===== src/rtl/dec_rr_arbiter16.sv =====
// dec_rr_arbiter16: 16-way round-robin arbiter with a decoded one-hot grant, a binary index,
// and hold-limit force release.
module dec_rr_arbiter16 #(
  parameter int MAX_HOLD = 8,
  parameter int CNT_W    = 8
) (
  input  logic        clk,
  input  logic        rst,
  input  logic        en_i,
  input  logic [15:0] req_i,
  input  logic        done_i,
  output logic [15:0] gnt_o,
  output logic [3:0]  gnt_idx_o,
  output logic        gnt_vld_o,
  output logic        timeout_o
);
  typedef enum logic {IDLE, BUSY} state_t;
  localparam logic [CNT_W-1:0] LIM = CNT_W'(MAX_HOLD == 0 ? 0 : MAX_HOLD - 1);
  state_t           state_q, state_d;
  logic [3:0]       idx_q, idx_d, ptr_q, ptr_d, off;
  logic [CNT_W-1:0] cnt_q, cnt_d;
  logic             to_q, to_d;
  logic [15:0]      gnt_q, gnt_d, rot;
  logic [31:0]      dbl;
  logic             any, release_now, hold_hit;
  always_ff @(posedge clk) begin
    if (rst) begin
      state_q <= IDLE;
      idx_q   <= '0;
      ptr_q   <= '0;
      cnt_q   <= '0;
      to_q    <= 1'b0;
      gnt_q   <= '0;
    end else begin
      state_q <= state_d;
      idx_q   <= idx_d;
      ptr_q   <= ptr_d;
      cnt_q   <= cnt_d;
      to_q    <= to_d;
      gnt_q   <= gnt_d;
    end
  end
  // Rotate requests so that bit 0 is the pointer position; the first set bit is the winner's offset.
  always_comb begin
    dbl = {req_i, req_i} >> ptr_q;
    rot = dbl[15:0];
    off = '0;
    for (int i = 15; i >= 0; i--)
      if (rot[i]) off = 4'(i);
  end
  assign any         = |req_i;
  assign release_now = done_i || !req_i[idx_q];
  assign hold_hit    = (MAX_HOLD != 0) && (cnt_q == LIM);
  always_comb begin
    state_d = state_q;
    idx_d   = idx_q;
    ptr_d   = ptr_q;
    cnt_d   = cnt_q;
    to_d    = 1'b0;
    if (state_q == IDLE) begin
      if (en_i && any) begin
        state_d = BUSY;
        idx_d   = ptr_q + off;
        ptr_d   = ptr_q + off + 4'd1;
        cnt_d   = '0;
      end
    end else begin
      state_d = (release_now || hold_hit) ? IDLE : BUSY;
      to_d    = !release_now && hold_hit;
      cnt_d   = (release_now || hold_hit) ? cnt_q : cnt_q + 1'b1;
    end
  end
  // Decoder: select is the next index, enable is the next valid.
  always_comb begin
    gnt_d = '0;
    if (state_d == BUSY) gnt_d[idx_d] = 1'b1;
  end
  always_comb begin
    gnt_o     = gnt_q;
    gnt_idx_o = idx_q;
    gnt_vld_o = state_q == BUSY;
    timeout_o = to_q;
  end
endmodule


===== config.mk =====
export PLATFORM = sky130hd
export DESIGN_NAME = dec_rr_arbiter16
export DESIGN_NICKNAME = d
export VERILOG_FILES = /design/src/rtl/dec_rr_arbiter16.sv
export SDC_FILE = /design/constraint.sdc
export NUM_CORES = 1
export LEC_CHECK = 0
export CAP_MARGIN = 15
export CORE_MARGIN = 2
export CORE_UTILIZATION = 42
export CTS_BUF_LIST = sky130_fd_sc_hd__clkbuf_8
export CTS_CLUSTER_DIAMETER = 150
export DETAILED_ROUTE_END_ITERATION = 6
export GPL_TIMING_DRIVEN = 1
export PLACE_DENSITY_LB_ADDON = 0.05
export SLEW_MARGIN = 40
export SYNTH_ARGS = -nofsm -noshare
export SYNTH_HDL_FRONTEND = slang
export SYNTH_SLANG_ARGS = --single-unit

===== constraint.sdc =====
create_clock -name clk -period 4.94 [get_ports clk]
set_input_delay 0.988 -clock clk [delete_from_list [all_inputs] [get_ports clk]]
set_output_delay 0.988 -clock clk [all_outputs]
set_load 0.02 [all_outputs]

==> results.py, run 1 <==
metrics = {
    "worst_setup_path": {
        "rrSetupSlack_ns": 0.47,
        "r2r_cells": 17,
        "crit_type": "in -> reg",
        "slowest_delay_ns": 0.52,
        "reg2reg_to": "ptr_q[3]$_SDFFE_PP0P_",
        "cp.required_ns": 5.13,
        "cp.depth": 17,
        "cp-start-kind": "input port",
        "path_max_fanout": 6,
        "cpLargestDelayFamily": "compound AO/OA/AOI/OAI gates",
        "crit_buf_inv": 3,
        "regToRegStartpoint": "ptr_q[3]$_SDFFE_PP0P_",
        "critPathSlowestCell": "clkdlybuf4s50_1",
        "crit_arrival_ns": 4.93,
        "cp-end-kind": "flop",
        "critical_path.startpoint": "req_i[10]",
        "path_cells": "clkdlybuf4s50_1 -> mux4_2 -> inv_1 -> a21oi_1 -> or3_1 -> a2111oi_0 -> nor4_1 -> o31ai_1 -> ha_1 -> fa_1 -> xor2_2 -> buf_4 -> nand3_1 -> and3_1 -> nand2_1 -> mux2i_1 -> a311o_1",
        "critPathCapture": "ptr_q[3]$_SDFFE_PP0P_",
    },
    "synthesis": {
        "async_flop_share_pct": 0,
        "synth_common_cells": "39 x nor2_1, 37 x nand2_1, 34 x dfxtp_1",
        "mappedNetlistArea_mm2": 0.002988,
        "synth.area.top_cells": "dfxtp_1 23%, mux4_2 18%, nor2_1 4.9%",
        "synth.net_count": 363,
        "synth_enable_flop_cells": 0,
        "synthCells": 337,
        "synth_flop_cell": "dfxtp_1",
        "ys_types": 56,
        "synth.largest_area_cell": "dfxtp_1",
        "ys_ff_latch": 34,
        "yosysSeqAreaShare_pct": 22.78,
        "yosys_warnings": 0,
        "yosys.cell_count.top_type": "nor2_1",
        "avgSynthCellArea_um2": 8.866,
        "synth_top_area_share_pct": 22.78,
    },
    "cts": {
        "clk_latency_ns": 0.29,
        "clock_sinks": 34,
        "clk_pin_slew_ns": 0.08,
        "clock-root-buffer": "clkbuf_8",
        "numCtsBuffers": 5,
        "cts_tree": "yes",
        "postCtsHoldBufs": 0,
        "h-tree-depth": 2,
        "clockBufferDepth": 2,
    },
    "floorplan": {
        "die_x_um": 88.35,
        "die_h_um": 88.35,
        "die_area_mm2": 0.007805,
        "core_area_mm2": 0.006832,
        "io_pins": 42,
        "initial_core_util_pct": 43.74,
        "num_rows": 30,
    },
    "routing": {
        "routed_wl_mm": 8.558,
        "ant_nets": 0,
        "drc": 0,
        "via_per_inst": 5.712,
        "drt_pass1_iterations": 4,
        "drtIter0Drc": 186,
        "vias": 3010,
        "wl_per_cell_um": 16.24,
    },
    "placement": {
        "placed_cells": 518,
        "place_area_mm2": 0.003916,
        "dp_hpwl_mm": 6.420,
        "gp_congestion": 0.9205,
        "numPortBuffers": 41,
    },
    "cells_and_area": {
        "fin_cells": 527,
        "nets": 456,
        "drive_gt1_share_pct": 28.54,
        "syn_to_final_growth_pct": 36.68,
        "diodes": 0,
        "postLayoutCellArea_mm2": 0.004084,
        "fillers": 632,
    },
    "power_and_ir_drop": {
        "p_int_uw": 982.9,
        "pwr-share-seq_pct": 19.4,
        "ir_drop_mv": 0.1625,
        "clkPwrFrac_pct": 12.6,
        "p_per_area_mw_per_mm2": 422.8,
        "power_switching_uw": 743.9,
        "swShare_pct": 43.08,
        "finalPower_uw": 1727,
        "combPwrFrac_pct": 68.0,
        "p_leak_uw": 0.001523,
    },
    "global_route": {
        "grt_pass1_wl_mm": 13.75,
        "grtUsageTotal_pct": 22.56,
        "grt_pass1_vias": 2784,
        "grt_max_degree": 28,
        "antenna_found_initial": 0,
        "grt-ovfl-total": 0,
    },
    "flow_run": {
        "cap_violations": 0,
    },
    "outcome": {
        "outcome": "finished clean",
    },
    "timing": {
        "period_needed_ns": 4.742,
        "rsz0062_at_grt": "false",
        "setup_viol": 0,
        "slew_headroom_pct": 48.63,
        "final_max_slew_viol_count": 0,
        "hold_viol": 0,
        "fmax_mhz": 210.9,
        "clock_skew_ns": 0.01251,
        "timing.final.crit_share_pct": 95.99,
        "worst_slew_pin_slew_ns": 0.7682,
    },
    "min_path": {
        "hold_depth": 2,
        "hold_path.class": "reg -> reg",
    },
}
power by group through the flow:
stage / registers, µW / logic, µW / clock network (µW)
global route: 339 / 1290 / 231
CTS: 334 / 1140 / 221
floorplan: 352 / 722 / 0
finish: 334 / 1170 / 218
global placement: 340 / 1120 / 0
detailed placement: 340 / 1120 / 0
how the worst min path moves through the flow:
stage / slack [ns] / startpoint / end
floorplan: 0.46 / cnt_q[7]$_SDFFE_PP0P_ / cnt_q[7]$_SDFFE_PP0P_
global placement: 0.48 / cnt_q[7]$_SDFFE_PP0P_ / cnt_q[7]$_SDFFE_PP0P_
detailed placement: 0.49 / cnt_q[7]$_SDFFE_PP0P_ / cnt_q[7]$_SDFFE_PP0P_
CTS: 0.50 / cnt_q[7]$_SDFFE_PP0P_ / cnt_q[7]$_SDFFE_PP0P_
global route: 0.52 / cnt_q[7]$_SDFFE_PP0P_ / cnt_q[7]$_SDFFE_PP0P_
finish: 0.50 / cnt_q[7]$_SDFFE_PP0P_ / cnt_q[7]$_SDFFE_PP0P_
logic make-up after synthesis:
group                      count (synthesis)  share of synthesized area, %
DFF                                       34                         22.78
xor gates and xnor gates                   6                         1.759
adders and majority gates                  6                         2.764
buffers and inverters                     29                         4.439
and+or+nand+nor                          134                         22.19
muxes                                     49                         26.93
AOI/OAI and AO/OA                         79                         19.14
per-stage QoR:
stage / setup TNS [ns] / hold slack, ns / utilization, % / setup slack (ns)
3_5_place_dp: -4.706 / 0.4854 / 57.33 / -0.3700
6_report: 0 / 0.5005 / 59.78 / 0.1978
2_1_floorplan: 0 / 0.4581 / - / 0.5658
5_1_grt: 0 / 0.5225 / 59.78 / 0.01111
3_3_place_gp: -5.046 / 0.4760 / 57.33 / -0.4128
4_1_cts: 0 / 0.5000 / 59.01 / 0.03482
worst reg2reg max path: stages (launching register included):
cell      delay, ns
dfxtp_1        0.81
buf_4          0.32
mux2i_1        0.32
o211ai_1       0.14
a311oi_1       0.27
a211oi_1       0.10
o31a_1         0.25
nor4_1         0.25
o31ai_1        0.12
ha_1           0.22
fa_1           0.42
xor2_2         0.26
buf_4          0.16
nand3_1        0.08
and3_1         0.21
nand2_1        0.06
mux2i_1        0.06
a311o_1        0.32
what timing repair did:
action                     CTS  global route
setup buffers                1             0
pin swaps                    1             2
gates resized for setup      4            12
setup endpoints to repair    8            17
layout by cell type (no fill, tap or decap), drive strengths merged, types with 5 or more instances in the layout:
master	netlist	layout
and3	8	8
a21oi	25	25
nor3	5	5
o21ai	10	10
nand2	37	37
o211ai	6	6
buf	10	66
or3	8	8
inv	8	8
nor2	39	39
clkdlybuf4s50	0	39
mux2	11	11
clkbuf	11	6
nand3	7	7
a211oi	14	14
or4	6	6
mux2i	14	14
mux4	24	24
ha	5	5
dfxtp	34	34
cell type report:
type / instances / area [µm²] / area share [%]
Clock buffer: 6 / 82.58 / 2.022
Clock inverter: 2 / 12.51 / 0.3064
Inverter: 8 / 30.03 / 0.7353
Multi-Input combinational cell: 274 / 2235 / 54.72
Sequential cell: 34 / 680.7 / 16.67
Tap cell: 96 / 120.1 / 2.941
Timing Repair Buffer: 107 / 923.4 / 22.61
flip-flops by register name, indices dropped and copies added (netlist names):
| signal | cells |
|---|---|
| gnt_vld_o | 1 |
| gnt_o | 16 |
| ptr_q | 4 |
| timeout_o | 1 |
| cnt_q | 8 |
| gnt_idx_o | 4 |
routing by layer:
metal	vias to the layer above	routed length (µm)	track usage [%]
met5	-	0	0
met4	0	158	5.785
met3	15	424	2.892
met2	95	3884	33.83
met1	1425	4091	34.32
li1	1475	-	-
(Power assumes the default switching activity.)
==> inputs of run 2 (changes only) <==
CORE_MARGIN = 3   (was 2)
==> run 2 against run 1 <==
Effect of this change:
- global-route usage fell by 1.7 points
- clock power rose by 42%
- critical path depth did not move
- wire length rose by 0.48%
- maximum frequency fell by 0.20%
- final cell count fell by 1.7%
- worst hold slack got worse by 0.0025 ns
- non-clock buffer count fell by 9
- total power rose by 3.2%
- sequential power fell by 2%
- via count fell by 0.86%
- worst setup slack got worse by 0.0096 ns
- critical path type unchanged
- critical endpoint unchanged
- largest cell class unchanged
==> results.py, run 2 (synthesized netlist as in run 1, its figures left out) <==
metrics = {
    "global_route": {
        "grt_pass1_vias": 2890,
        "grt_pass1_wl_mm": 14.26,
        "antenna_found_initial": 0,
        "grt-ovfl-total": 0,
        "grt_max_degree": 30,
        "grtUsageTotal_pct": 20.85,
    },
    "timing": {
        "slew_headroom_pct": 49.66,
        "worst_slew_pin_slew_ns": 0.7528,
        "final.setup.tns_ns": 0,
        "period_needed_ns": 4.752,
        "fmax_mhz": 210.4,
        "setup_viol": 0,
        "hold_viol": 0,
        "timing.final.crit_share_pct": 96.19,
        "final_max_slew_viol_count": 0,
        "clock_skew_ns": 0.004565,
    },
    "cells_and_area": {
        "fin_cells": 518,
        "diodes": 0,
        "largest_register_ffs": 16,
        "syn_to_final_growth_pct": 34.84,
        "nets": 447,
        "drive_gt1_share_pct": 26.30,
        "most-common-layout-cells": "56 x buf_4, 40 x clkdlybuf4s50_1, 39 x nor2_1",
        "final_common_cell": "buf_4",
        "fillers": 641,
        "postLayoutCellArea_mm2": 0.004029,
    },
    "cts": {
        "numCtsBuffers": 5,
        "postCtsHoldBufs": 0,
        "clockBufferDepth": 2,
        "clk_latency_ns": 0.28,
        "h-tree-depth": 2,
        "cts_tree": "yes",
        "clock_sinks": 34,
        "clock-root-buffer": "clkbuf_8",
        "clk_pin_slew_ns": 0.07,
    },
    "worst_setup_path": {
        "crit_type": "in -> reg",
        "crit_arrival_ns": 4.92,
        "slowest_delay_ns": 0.54,
        "cpLargestDelayFamily": "compound AO/OA/AOI/OAI gates",
        "cp.required_ns": 5.11,
        "path_max_fanout": 7,
        "path_cells": "clkdlybuf4s50_1 -> mux4_2 -> inv_1 -> a21oi_1 -> or3_1 -> a2111oi_1 -> nor4_1 -> o31ai_1 -> ha_1 -> fa_1 -> xor2_1 -> buf_4 -> nand3_1 -> and3_1 -> nand2_1 -> mux2i_1 -> a311o_1",
        "cp-end-kind": "flop",
        "critPathSlowestCell": "clkdlybuf4s50_1",
        "cp-start-kind": "input port",
        "crit_buf_inv": 3,
    },
    "power_and_ir_drop": {
        "pwr-share-seq_pct": 18.4,
        "p_per_area_mw_per_mm2": 442.3,
        "combPwrFrac_pct": 64.2,
        "power_switching_uw": 731.4,
        "swShare_pct": 41.04,
        "ir_drop_mv": 0.2098,
        "p_leak_uw": 0.001493,
        "clkPwrFrac_pct": 17.4,
        "finalPower_uw": 1782,
        "p_int_uw": 1051,
    },
    "floorplan": {
        "die_x_um": 90.35,
        "core_area_mm2": 0.006832,
        "num_rows": 30,
        "die_area_mm2": 0.008162,
        "initial_core_util_pct": 43.74,
        "io_pins": 42,
        "die_h_um": 90.35,
    },
    "routing": {
        "vias": 2984,
        "drtIter0Drc": 183,
        "drt_pass1_iterations": 4,
        "via_per_inst": 5.761,
        "ant_nets": 0,
        "wl_per_cell_um": 16.60,
        "routed_wl_mm": 8.599,
        "drc": 0,
    },
    "placement": {
        "placed_cells": 510,
        "place_area_mm2": 0.003856,
        "numPortBuffers": 41,
        "dp_hpwl_mm": 6.493,
        "gp_congestion": 0.8607,
    },
    "flow_run": {
        "cap_violations": 0,
    },
    "min_path": {
        "hold_path.class": "reg -> reg",
    },
    "outcome": {
        "outcome": "finished clean",
    },
}
-- run 2: cell count changes in the layout (fill, tap and decap cells not counted), sizes merged --
cell | before | now
buf | 66 | 57
bufinv | 0 | 2
clkbuf | 6 | 5
clkdlybuf4s50 | 39 | 40
clkinvlp | 1 | 0
dlymetal6s2s | 2 | 1
-- run 2: layer usage --
layer | up-vias | part of all wire (%) | global-route usage (%)
met4 | 0 | 1.1 | 3.827
met5 | - | 0 | 0
met3 | 9 | 5.6 | 3.750
li1 | 1462 | - | -
met1 | 1428 | 47 | 30.67
met2 | 85 | 46 | 32.30
-- run 2: final cells by class --
class	instances	area [µm²]	area share, %
Clock inverter	3	68.82	1.708
Multi-Input combinational cell	274	2207	54.78
Timing Repair Buffer	98	853.3	21.18
Clock buffer	5	68.82	1.708
Inverter	8	30.03	0.7453
Tap cell	96	120.1	2.981
Sequential cell	34	680.7	16.89
-- run 2: worst register-to-register path, stage by stage, from the launching register on --
cell and delay, ns:
dfxtp_1 0.31, buf_4 0.35, mux4_2 0.60, inv_1 0.09, a21oi_1 0.06, or3_1 0.32, a2111oi_1 0.51, nor4_1 0.10
o31ai_1 0.28, ha_1 0.23, fa_1 0.19, xor2_1 0.18, buf_4 0.16, nand3_1 0.09, and3_1 0.21, nand2_1 0.06
mux2i_1 0.06, a311o_1 0.32
-- run 2: worst paths after layout --
check / startpoint / endpoint / slack [ns] / depth (start not counted)
worst max register to register: ptr_q[1]$_SDFFE_PP0P_ / ptr_q[3]$_SDFFE_PP0P_ / 0.71 / 17
worst min-delay path: cnt_q[7]$_SDFFE_PP0P_ / cnt_q[7]$_SDFFE_PP0P_ / 0.50 / 2
worst max-delay path: req_i[2] / ptr_q[3]$_SDFFE_PP0P_ / 0.19 / 17
worst min register to register: cnt_q[7]$_SDFFE_PP0P_ / cnt_q[7]$_SDFFE_PP0P_ / 0.50 / 2
-- run 2: per-stage QoR --
step	setup slack (ns)	util (%)	hold WS (ns)
floorplan	0.5658	-	0.4581
finish	0.1882	58.97	0.4980
global placement	-0.1902	56.45	0.4727
CTS	0.06225	58.46	0.4989
detailed placement	-0.2479	56.45	0.4899
global route	-0.07786	58.97	0.5411
-- run 2: timing repair --
action	in CTS	in global routing
resized for setup	0	11
setup buffers	0	0
endpoints found under the setup margin	0	16
-- run 2: power groups by stage --
stage,registers [µW],logic [µW],clock network (µW)
finish,328,1140,310
global route,332,1260,323
CTS,328,1120,313
detailed placement,334,1120,0
global placement,334,1110,0
floorplan,352,722,0
==> inputs of run 3 (changes only) <==
ABC_CLOCK_PERIOD_IN_PS = 4940   (was default)
CAP_MARGIN = 20   (was 15)
==> results of run 3 <==
The final DEF is identical to that of run 2; final timing and power are the same.
